--- src/rtl/cfg_loader_pkg.sv ---
// Shared definitions for the configuration bank loader: FSM state encoding
// and the even-parity helper used on incoming row data.
package cfg_loader_pkg;

   typedef enum logic [2:0] {
      IDLE  = 3'd0,
      ARMED = 3'd1,
      SETUP = 3'd2,
      PULSE = 3'd3,
      HOLD  = 3'd4,
      DONE  = 3'd5
   } state_t;

   // Rows are zero-extended to this width before reduction; zeros do not alter parity.
   localparam int PARITY_MAX_W = 1024;

   function automatic logic even_parity(input logic [PARITY_MAX_W-1:0] d);
      return ^d;
   endfunction

endpackage

--- src/rtl/wl_decoder.sv ---
// Registered one-hot word-line decoder; every output clears asynchronously
// on reset_n so a pulse in flight is cut off immediately.
module wl_decoder #(
   parameter int NUM_WL = 32,
   parameter int ADDR_W = $clog2(NUM_WL)
) (
   input  logic              clk,
   input  logic              reset_n,
   input  logic              en,
   input  logic [ADDR_W-1:0] addr,
   output logic [NUM_WL-1:0] wl
);

   logic [NUM_WL-1:0] wl_reg;

   // One flop per row, each comparing against its own index, so at most one can be set.
   genvar gi;
   generate
      for (gi = 0; gi < NUM_WL; gi++) begin : g_row
         always_ff @(posedge clk or negedge reset_n) begin
            if (!reset_n) begin
               wl_reg[gi] <= 1'b0;
            end else begin
               wl_reg[gi] <= en && (addr == ADDR_W'(gi));
            end
         end
      end
   endgenerate

   assign wl = wl_reg;

endmodule

--- src/rtl/config_bank_loader.sv ---
// Loads bitstream rows into config_latch cells with setup/pulse/hold framing on BL/WL.
// Define CFG_LOADER_PARITY_EN to add an even-parity MSB on cfg_data, checked per row.
module config_bank_loader
   import cfg_loader_pkg::*;
#(
   parameter int NUM_BL          = 16,
   parameter int NUM_WL          = 32,
   parameter int WL_PULSE_CYCLES = 2,
   parameter int ADDR_W          = $clog2(NUM_WL)
) (
   input  logic              clk,
   input  logic              reset_n,
   input  logic              start,
   input  logic              cfg_valid,
   output logic              cfg_ready,
   input  logic [ADDR_W-1:0] cfg_addr,
`ifdef CFG_LOADER_PARITY_EN
   input  logic [NUM_BL:0]   cfg_data,
`else
   input  logic [NUM_BL-1:0] cfg_data,
`endif
   input  logic              cfg_last,
   output logic [NUM_BL-1:0] bl,
   output logic [NUM_WL-1:0] wl,
   output logic              busy,
   output logic              done,
   output logic              err,
   output logic [ADDR_W:0]   rows_written
);

   localparam int CNT_W = $clog2(WL_PULSE_CYCLES + 1);

   state_t            state_reg, state_next;
   logic [ADDR_W-1:0] addr_reg;
   logic [NUM_BL-1:0] bl_reg;
   logic              last_reg;
   logic [CNT_W-1:0]  cnt_reg;
   logic              ready_reg;
   logic              busy_reg;
   logic              done_reg;
   logic              err_reg;
   logic [ADDR_W:0]   rows_reg;

   logic [NUM_BL-1:0] data_bits;
   logic              parity_ok;
   logic              addr_ok;
   logic              row_ok;
   logic              offer;

`ifdef CFG_LOADER_PARITY_EN
   assign data_bits = cfg_data[NUM_BL-1:0];
   assign parity_ok = (cfg_data[NUM_BL] == even_parity(PARITY_MAX_W'(data_bits)));
`else
   assign data_bits = cfg_data;
   assign parity_ok = 1'b1;
`endif

   // ADDR_W may be wider than the row count needs, so out-of-range rows are possible.
   assign addr_ok = ({1'b0, cfg_addr} < (ADDR_W + 1)'(NUM_WL));
   assign row_ok  = addr_ok && parity_ok;
   assign offer   = (state_reg == ARMED) && cfg_valid;

   always_comb begin
      state_next = state_reg;
      case (state_reg)
         IDLE: begin
            if (start) state_next = ARMED;
         end
         ARMED: begin
            if (cfg_valid) begin
               if (row_ok)        state_next = SETUP;
               else if (cfg_last) state_next = DONE;
            end
         end
         SETUP: state_next = PULSE;
         PULSE: begin
            if (cnt_reg == '0) state_next = HOLD;
         end
         HOLD:    state_next = last_reg ? DONE : ARMED;
         DONE:    state_next = IDLE;
         default: state_next = IDLE;
      endcase
   end

   // Status outputs are registered from state_next so they line up with the state they describe.
   always_ff @(posedge clk or negedge reset_n) begin
      if (!reset_n) begin
         state_reg <= IDLE;
         addr_reg  <= '0;
         bl_reg    <= '0;
         last_reg  <= 1'b0;
         cnt_reg   <= '0;
         ready_reg <= 1'b0;
         busy_reg  <= 1'b0;
         done_reg  <= 1'b0;
         err_reg   <= 1'b0;
         rows_reg  <= '0;
      end else begin
         state_reg <= state_next;
         ready_reg <= (state_next == ARMED);
         busy_reg  <= (state_next != IDLE);
         done_reg  <= (state_next == DONE);

         if (state_reg == IDLE && start) begin
            err_reg  <= 1'b0;
            rows_reg <= '0;
         end

         if (offer) begin
            if (row_ok) begin
               addr_reg <= cfg_addr;
               bl_reg   <= data_bits;
               last_reg <= cfg_last;
            end else begin
               err_reg <= 1'b1;
            end
         end

         if (state_reg == SETUP) begin
            cnt_reg <= CNT_W'(WL_PULSE_CYCLES - 1);
         end else if (state_reg == PULSE && cnt_reg != '0) begin
            cnt_reg <= cnt_reg - CNT_W'(1);
         end

         if (state_reg == HOLD && rows_reg < (ADDR_W + 1)'(NUM_WL)) begin
            rows_reg <= rows_reg + (ADDR_W + 1)'(1);
         end
      end
   end

   wl_decoder #(
      .NUM_WL (NUM_WL),
      .ADDR_W (ADDR_W)
   ) u_wl_decoder (
      .clk     (clk),
      .reset_n (reset_n),
      .en      (state_next == PULSE),
      .addr    (addr_reg),
      .wl      (wl)
   );

   assign cfg_ready    = ready_reg;
   assign bl           = bl_reg;
   assign busy         = busy_reg;
   assign done         = done_reg;
   assign err          = err_reg;
   assign rows_written = rows_reg;

endmodule

--- config.mk ---
export PLATFORM = sky130hd
export DESIGN_NAME = config_bank_loader
export DESIGN_NICKNAME = d
export VERILOG_FILES = /design/src/rtl/cfg_loader_pkg.sv /design/src/rtl/wl_decoder.sv /design/src/rtl/config_bank_loader.sv
export SDC_FILE = /design/constraint.sdc
export NUM_CORES = 1
export LEC_CHECK = 0
export CAP_MARGIN = 20
export CORE_UTILIZATION = 33
export CTS_CLUSTER_DIAMETER = 200
export DETAILED_ROUTE_END_ITERATION = 10
export DONT_BUFFER_PORTS = 1
export GPL_TIMING_DRIVEN = 0
export PLACE_DENSITY_LB_ADDON = 0.3
export SLEW_MARGIN = 20
export SYNTH_ARGS = -nofsm -noshare
export SYNTH_HDL_FRONTEND = slang
export SYNTH_HIERARCHICAL = 1
export SYNTH_SLANG_ARGS = --single-unit
--- constraint.sdc ---
create_clock -name clk -period 1.7 [get_ports clk]
set_clock_uncertainty 0.05 [all_clocks]
set_input_delay 0 -clock clk [delete_from_list [all_inputs] [get_ports clk]]
set_output_delay 0 -clock clk [all_outputs]
set_load 0.02 [all_outputs]
==> impl_metrics.toml, run 1 <==
[finish]
drive_gt1_share_pct = 23.6
fin_nets = 269
fin_cells = 345
diodes = 0
largest_register_ffs = 32
final_cell_area_um2 = 3290
syn_to_final_growth_pct = 27.4

[route]
firstDrtPassIters = 4
routed_wl_um = 5160
vias = 1653
vias_per_cell = 4.79
routedWlPerCell_um = 15.0
drc_errors = 0
ant_nets = 0
drtIter0Drc = 50

[power_and_ir_drop]
finalPower_mw = 5.81
p_per_area_nw_per_um2 = 1770
p_leak_nw = 1.48
vdd_ir_drop_max_v = 0.000533

[sta]
rsz0062_at_grt = "true"
finalCritPeriodShare_pct = 105
fmax_ghz = 0.559
fin_crit_ns = 1.79
tns_ns = -0.0875
worstMarginPinSlew_ns = 0.551
setup_violations = 1
layout_setup_ws_ns = -0.0875
hold_violations = 0
slew-limit-headroom_pct = 62.9
final-max-slew-violation-count = 0

[hold_path]
hp-class = "in -> reg"

[floorplanning]
die_x_um = 90.5
die_h_um = 90.5
coreArea_um2 = 7410
rows = 31
die-area_um2 = 8180
initial_utilization_pct = 34.9
io_pins = 84

[placement]
io_buffers = 0
place_hpwl_um = 3390
placed_area_um2 = 2720
dp_cells = 301
place_ws_ns = -0.150
routabilityCongestion = 0.733

[synth]
synth_top_cell_area_share_pct = 65.9
synth_area_per_cell_um2 = 12.8
synth_edf_count = 0
async_reset_ff_share_pct = 100
syn_inst = 202
syn-cell-area_um2 = 2580
synth_warnings = 6
yosysSeqAreaShare_pct = 65.9
synth.top_cells.by_count = "dfrtp_1, nor2_1, mux2_2"
synth_ff_type = "dfrtp_1"
yosysMostFrequentCell = "dfrtp_1"
syn_nets = 230
synth_seq_cells = 68
yosys.area.top_type = "dfrtp_1"
yosysUniqueCellTypes = 35
netlist_top_cells_area = "dfrtp_1, mux2_2, nor2_1"

[setup_path]
cp_slowest_cell = "dfrtp_2"
required_ns = 1.92
path_buf_inv = 0
path_max_fanout = 7
critPathMaxStageDelay_ns = 0.50
cp-start-kind = "flip-flop"
arrival_ns = 2.01
critical_path_class = "reg -> reg"
cp-end-kind = "flip-flop"
crit_family = "simple AND/OR/NAND/NOR gates"
crit_chain = "ha_4 -> or4b_4 -> or4b_1 -> nand3_1"

[clocking]
cts_tree = "yes"
cts_max_level = 3
cts_buffers = 9
cts_root_buf = "clkbuf_8"
clockBufferDepth = 2
path_clk_slew_ns = 0.08
clkSinkCount = 68
worstSkewPairLatency_ns = 0.33

[grt]
antenna_found_initial = 0
grt_pass1_wl_um = 8580
grt_usage_pct = 13.6
grt_max_degree = 69
grt_pass1_vias = 1656
grt-ovfl-total = 0

[status]
outcome = "finished with violations"
violations = "negative setup slack"

[run]
cap_violations = 0
[timing repair]
| action | CTS | global route |
|---|---|---|
| hold buffers | 26 | 0 |
| setup buffers | 1 | 1 |
| endpoints found under the hold margin | 96 | 0 |
| gates resized for setup | 7 | 4 |
| setup endpoints to repair | 25 | 31 |
[worst reg2reg max path, stage by stage (launching register included)]
cell	delay, ns
dfrtp_2	0.50
ha_4	0.16
or4b_4	0.45
or4b_1	0.47
nand3_1	0.09
[routing by layer]
| layer | GRT usage (%) | part of all wire, % |
|---|---|---|
| met1 | 17.8 | 46 |
| met2 | 20.6 | 48 |
| met3 | 3.87 | 3.9 |
| met4 | 6.85 | 1.6 |
| met5 | 0 | 0 |
[cell usage in the layout, fill, tap and decap left out, types with 3 or more instances in the layout]
master          n
clkbuf_1        4
nor2_1         35
a22o_1          3
dlygate4sd3_1  25
nand2b_1        7
inv_1           3
dfrtp_2         3
o21ai_0         4
buf_4           5
nand2_1         8
nand4b_1        4
bufinv_16       3
dfrtp_1        65
nand4bb_1       3
mux2_2         22
clkbuf_8        9
[cell type report]
| class | instances | area (um2) |
|---|---|---|
| fill | 709 | 4120 |
| sequential | 68 | 1710 |
| multi-input combinational | 122 | 862 |
| timing repair buffer | 28 | 293 |
| clock buffer | 9 | 124 |
| clock inverter | 7 | 124 |
| tap | 99 | 124 |
| buffer | 8 | 42.5 |
| inverter | 4 | 15.0 |
[power breakdown]
part           total [mW]  internal [mW]  switching, mW
clock                1.64          0.985          0.651
sequential           2.81           2.05          0.761
combinational        1.36          0.683          0.682
[metrics by stage]
stage,util [%],hold WS (ns)
after floorplan,-,-0.346
after detailed placement,36.7,-0.344
after global placement,36.7,-0.344
final,44.4,0.111
after CTS,44.1,0.0812
after global routing,44.4,0.106
[worst paths after layout]
kind / slack [ns] / endpoint / startpoint / cells past startpoint
max in group asynchronous: 1.13 / state_reg[1] / reset_n / 2
setup / recovery: -0.09 / rows_written[4] / rows_written[0] / 4
min in group asynchronous: 0.13 / rows_written[5] / reset_n / 2
setup reg to reg: -0.09 / rows_written[4] / rows_written[0] / 4
hold reg to reg: 0.45 / cnt_reg[1] / cnt_reg[1] / 1
hold / removal: 0.11 / rows_written[2] / start / 2
[cell families after synthesis]
logic type | count (synthesis) | share of synthesized area, %
and+or+nand+nor | 76 | 15.4
DFF | 68 | 65.9
muxes | 24 | 10.4
AOI/OAI and AO/OA | 19 | 5.28
buffers and inverters | 12 | 1.99
adders and majority gates | 2 | 0.969
other | 1 | 0.145
No activity file was read; power rests on OpenSTA's default activity.
==> inputs of run 2 (changes only) <==
Settings changed: ABC_AREA set to 1, RECOVER_POWER set to 100.
==> run 2 against run 1 <==
The flow now finishes without violations. Worst hold slack better by 0.16 ns. Area after synthesis up 6.5%. Critical path depth up 2. Count of clock-buffer cells in the layout unchanged. Setup slack better by 0.16 ns. Critical endpoint is now cfg_ready. Largest power group unchanged.
==> impl_metrics.toml, run 2 <==
[status]
outcome = "complete, no violations"

[synth]
syn-cell-area_um2 = 2750
synth.top_cells.by_count = "nand2_1, dfrtp_1, nor2_1"
syn_inst = 271
synth_top_family_by_area = "simple AND/OR/NAND/NOR gates"
synth-compound-area-share_pct = 1.18
synth_warnings = 6
yosys.area.top_type = "dfrtp_1"
netlist_top_cells_area = "dfrtp_1, nand2_1, nand2_4"
synthAdderAreaFrac_pct = 0.910
yosysMostFrequentCell = "nand2_1"
yosysSeqAreaShare_pct = 61.8
synth_area_per_cell_um2 = 10.2
synth_xor_area_share_pct = 0
yosysUniqueCellTypes = 21
synthSimpleGateAreaFrac_pct = 30.4
async_reset_ff_share_pct = 100
synth.area.mux_share_pct = 0
synth_ff_type = "dfrtp_1"
synth_seq_cells = 68
syn_nets = 299
synth_top_cell_area_share_pct = 61.8
synth_edf_count = 0

[setup_path]
reg2reg_slack_ns = 0.08
cp-end-kind = "flip-flop"
critical_path_class = "reg -> reg"
rr_worst_depth = 6
required_ns = 1.88
r2r-start = "cnt_reg[0]"
path_max_fanout = 3
arrival_ns = 1.80
cp-start-kind = "flip-flop"
rr_endpoint = "cfg_ready"

[sta]
fmax_ghz = 0.616
finalCritPeriodShare_pct = 95.5
whs_ns = 0.275
fin_crit_ns = 1.62
slew-limit-headroom_pct = 38.6
final-max-slew-violation-count = 0
setup_violations = 0
worstMarginPinSlew_ns = 0.921
hold_violations = 0
tns_ns = 0
layout_setup_ws_ns = 0.0762
rsz0062_at_grt = "false"

[grt]
grt_pass1_vias = 1978
grt-ovfl-total = 0
grt_pass1_wl_um = 9810
grt_usage_pct = 14.9
grt_max_degree = 69
antenna_found_initial = 0

[finish]
final_cell_area_um2 = 3370
largest_register_ffs = 32
finish.utilization_pct = 42.8
syn_to_final_growth_pct = 22.6
layout_commonest_cell = "nand2_1"
drive_gt1_share_pct = 19.8
fin_nets = 341
diodes = 0
fin_cells = 420
final_cell_mix = "nand2_1, dfrtp_1, nor2_1"

[power_and_ir_drop]
p_leak_nw = 1.78
vdd_ir_drop_max_v = 0.000818
p_per_area_nw_per_um2 = 1670
finalPower_mw = 5.64

[placement]
place_hpwl_um = 3850
place_ws_ns = -0.0139
routabilityCongestion = 0.832
dp_cells = 373
placed_area_um2 = 2880
io_buffers = 0

[clocking]
cts_max_level = 3
cts_buffers = 9
cts_tree = "yes"
path_clk_slew_ns = 0.08
worstSkewPairLatency_ns = 0.34
clkSinkCount = 68
clockBufferDepth = 2
cts_root_buf = "clkbuf_8"

[floorplanning]
die_x_um = 93.3
rows = 32
initial_utilization_pct = 34.9
io_pins = 84
die_h_um = 93.3
coreArea_um2 = 7890
die-area_um2 = 8710

[route]
drtIter0Drc = 64
ant_nets = 0
routed_wl_um = 5700
drc_errors = 0
vias_per_cell = 4.43
vias = 1862
firstDrtPassIters = 4
routedWlPerCell_um = 13.6

[hold_path]
hold_start = "cfg_data[11]"
hp-class = "in -> reg"
hold_depth = 3
whs_endpoint = "bl[11]"

[run]
cap_violations = 0
[run 2: changes by cell type after synthesis, moves of 4 or more]
cell,delta
mux2_2,-22
nand3_1,+12
nand2b_1,-7
o21ai_0,-4
nand2_4,+20
inv_2,+4
clkbuf_1,-5
nor2_2,+5
nand4b_1,-4
inv_1,+12
nand2_1,+73
[run 2: cell families after synthesis]
| family | Yosys count |
|---|---|
| AO/OA/AOI/OAI | 6 |
| adder cells (fa/ha/maj) | 2 |
| buffers and inverters | 28 |
| flip-flops | 68 |
| other | 1 |
| AND/OR/NAND/NOR | 166 |
[run 2: report_power, final]
group          switching (mW)  internal (mW)  leakage (nW)  total (mW)
registers               0.686           2.01         0.899        2.70
logic                   0.951          0.511         0.775        1.46
clock network           0.642          0.835         0.110        1.48
total                    2.28           3.36          1.78        5.64
[run 2: area by class of cell]
| type | count | area [um2] |
|---|---|---|
| repair buffers | 31 | 303 |
| flip-flops and latches | 68 | 1700 |
| well taps | 102 | 128 |
| multi-input cells | 175 | 891 |
| fillers | 758 | 4510 |
| clock inverters | 7 | 98.8 |
| plain buffers | 7 | 45.0 |
| inverters | 21 | 81.3 |
| clock buffers | 9 | 124 |
[run 2: repair_timing]
item / 4_1_cts / 5_1_grt
setup endpoints to repair: 10 / 23
setup buffers: 0 / 2
endpoints found under the hold margin: 100 / 0
gates resized for setup: 1 / 7
pin swaps: 0 / 1
hold buffers: 29 / 0
[run 2: how the worst max path moves through the flow]
stage                       startpoint             endpoint  slack [ns]  depth (start not counted)
after floorplan             cnt_reg[0]  u_wl_decoder/wl[20]        0.32                          8
after global placement      cnt_reg[0]  u_wl_decoder/wl[21]        0.03                          8
after detailed placement    cnt_reg[0]  u_wl_decoder/wl[27]       -0.01                          8
after CTS                 state_reg[0]            cfg_ready        0.01                          5
after global routing      state_reg[2]                bl[3]       0.005                          6
final                       cnt_reg[0]            cfg_ready        0.08                          6
[run 2: per-layer routing]
metal,vias to the layer above,routed length [um],part of all wire (%),GRT usage [%]
met5,-,0,0,0
met4,0,82,1.4,5.77
met3,6,258,4.5,4.88
met2,52,2810,49,24.7
met1,893,2550,45,18.0
li1,911,-,-,-
[run 2: worst max-delay path, cell delays in order (launching register included)]
cell           delay, ns
dfrtp_1             0.40
inv_1               0.07
ha_2                0.19
nand4_1             0.11
nand2_2             0.11
a21oi_1             0.04
dlygate4sd3_1       0.55
==> inputs of run 3 (changes only) <==
Settings changed: REMOVE_ABC_BUFFERS set to 1.
==> run 3 against run 2 <==
Cell count shrank 2.1%. Global-route usage shrank 0.80 points. Combinational power shrank 4%. Worst hold slack lost 0.20 ns. Via count grew 0.43%. Critical path type unchanged. Clock power shrank 7%. Sequential share of layout area grew 0.74 points. Power shrank 2.7%. Cell area shrank 1.4%. Largest cell class unchanged. Count of clock-buffer cells in the layout is the same.
==> impl_metrics.toml, run 3 (synthesized netlist as in run 2, its figures left out) <==
[setup_path]
required_ns = 1.88
arrival_ns = 1.81
cp-end-kind = "flip-flop"
critical_path_class = "reg -> reg"
reg2reg_slack_ns = 0.07
rr_endpoint = "cfg_ready"
path_max_fanout = 3
r2r-start = "cnt_reg[0]"
cp-start-kind = "flip-flop"
rr_worst_depth = 6

[grt]
antenna_found_initial = 0
met3_usage_pct = 4.39
grt_busiest_layer = "met2"
grt-ovfl-total = 0
grt_pass1_vias = 1994
grt_max_degree = 69
grt_usage_pct = 14.1
gr-usage-met2_pct = 22.1
met1_usage_pct = 17.0
grt_pass1_wl_um = 9240

[floorplanning]
die-area_um2 = 8710
io_pins = 84
initial_utilization_pct = 34.9
rows = 32
die_h_um = 93.3
coreArea_um2 = 7890
die_x_um = 93.3

[power_and_ir_drop]
p_per_area_nw_per_um2 = 1650
vdd_ir_drop_max_v = 0.000632
p_leak_nw = 1.77

[clocking]
cts_tree = "yes"
cts_max_level = 3
path_clk_slew_ns = 0.08
clockBufferDepth = 2
cts_buffers = 9
cts_root_buf = "clkbuf_8"
clkSinkCount = 68
worstSkewPairLatency_ns = 0.34

[run]
cap_violations = 0

[sta]
slew-limit-headroom_pct = 38.6
layout_setup_ws_ns = 0.0664
finalCritPeriodShare_pct = 96.1
final-max-slew-violation-count = 0
worstMarginPinSlew_ns = 0.921
fin_crit_ns = 1.63
hold_violations = 0
setup_violations = 0
fmax_ghz = 0.612

[finish]
fin_nets = 332
drive_gt1_share_pct = 18.8
final_cell_mix = "nand2_1, dfrtp_1, nor2_1"
finish.utilization_pct = 42.2
ff_latch_area_um2 = 1700
syn_to_final_growth_pct = 20.9
num-fill-cells = 755
largest_register_ffs = 32
multi_input_area_um2 = 913
layout_commonest_cell = "nand2_1"
diodes = 0

[placement]
routabilityCongestion = 0.705
place_hpwl_um = 3360
place_ws_ns = -0.116
io_buffers = 0

[status]
outcome = "complete, no violations"

[route]
routed_wl_um = 5590
ant_nets = 0
drtIter0Drc = 61
vias = 1870
vias_per_cell = 4.55
routedWlPerCell_um = 13.6
firstDrtPassIters = 4
drc_errors = 0

[hold_path]
hold_depth = 3
hp-class = "in -> reg"
whs_endpoint = "bl[6]"
hold_start = "cfg_valid"
## run 3: cell count changes in the layout (fill, tap and decap cells not counted), sizes merged
cell / before / now
clkbuf: 14 / 10
buf: 5 / 2
dlygate4sd3: 28 / 26
bufinv: 2 / 1
clkinv: 2 / 1
clkinvlp: 1 / 2
inv: 23 / 24
## run 3: area by class of cell
class | count | share of cell area [%]
Clock buffer | 9 | 3.72
Clock inverter | 7 | 2.41
Inverter | 21 | 2.82
Multi-Input combinational cell | 175 | 27.5
Sequential cell | 68 | 51.2
Tap cell | 102 | 3.84
Timing Repair Buffer | 29 | 8.50
## run 3: repair_timing
item / in CTS / in global routing
setup endpoints to repair: 27 / 54
resized for setup: 2 / 9
hold buffers: 27 / 0
buffers inserted: 0 / 2
pin swaps: 0 / 0
endpoints found under the hold margin: 99 / 0
## run 3: layer usage
metal / vias up / wire length (um)
met5: - / 0
met4: 0 / 116
met3: 10 / 319
met2: 72 / 2680
met1: 894 / 2470
li1: 894 / -
## run 3: worst max-delay path by stage
stage	startpoint	end	slack [ns]	cells past startpoint
after floorplan	state_reg[2]	bl[3]	0.22	5
after global placement	state_reg[2]	bl[4]	-0.06	5
after detailed placement	state_reg[2]	bl[4]	-0.12	5
after CTS	cnt_reg[0]	u_wl_decoder/wl[16]	-0.02	7
after global routing	state_reg[0]	bl[4]	-0.003	4
final	cnt_reg[0]	cfg_ready	0.07	6
## run 3: worst max-delay path, cell delays in order, from the launching register on
cell,delay [ns]
dfrtp_1,0.40
inv_1,0.07
ha_2,0.19
nand4_1,0.11
nand2_2,0.11
a21oi_1,0.04
dlygate4sd3_1,0.55
## run 3: through the flow
stage	hold WS, ns	setup TNS [ns]	instances	total power [mW]	instance area [um2]
2_1_floorplan	-0.346	0	264	3.61	2680
3_3_place_gp	-0.344	-0.182	366	3.92	2810
3_5_place_dp	-0.345	-1.25	366	3.96	2810
4_1_cts	0.0519	-0.0486	409	5.48	3310
5_1_grt	0.0823	-0.00378	411	5.89	3330
6_report	0.0741	0	411	5.49	3330
## run 3: report_power, final
| part | leakage (nW) | switching (mW) | internal, mW |
|---|---|---|---|
| Combinational | 0.772 | 0.942 | 0.463 |
| Sequential | 0.899 | 0.684 | 2.01 |
| Clock | 0.0973 | 0.686 | 0.698 |
| Total | 1.77 | 2.31 | 3.17 |
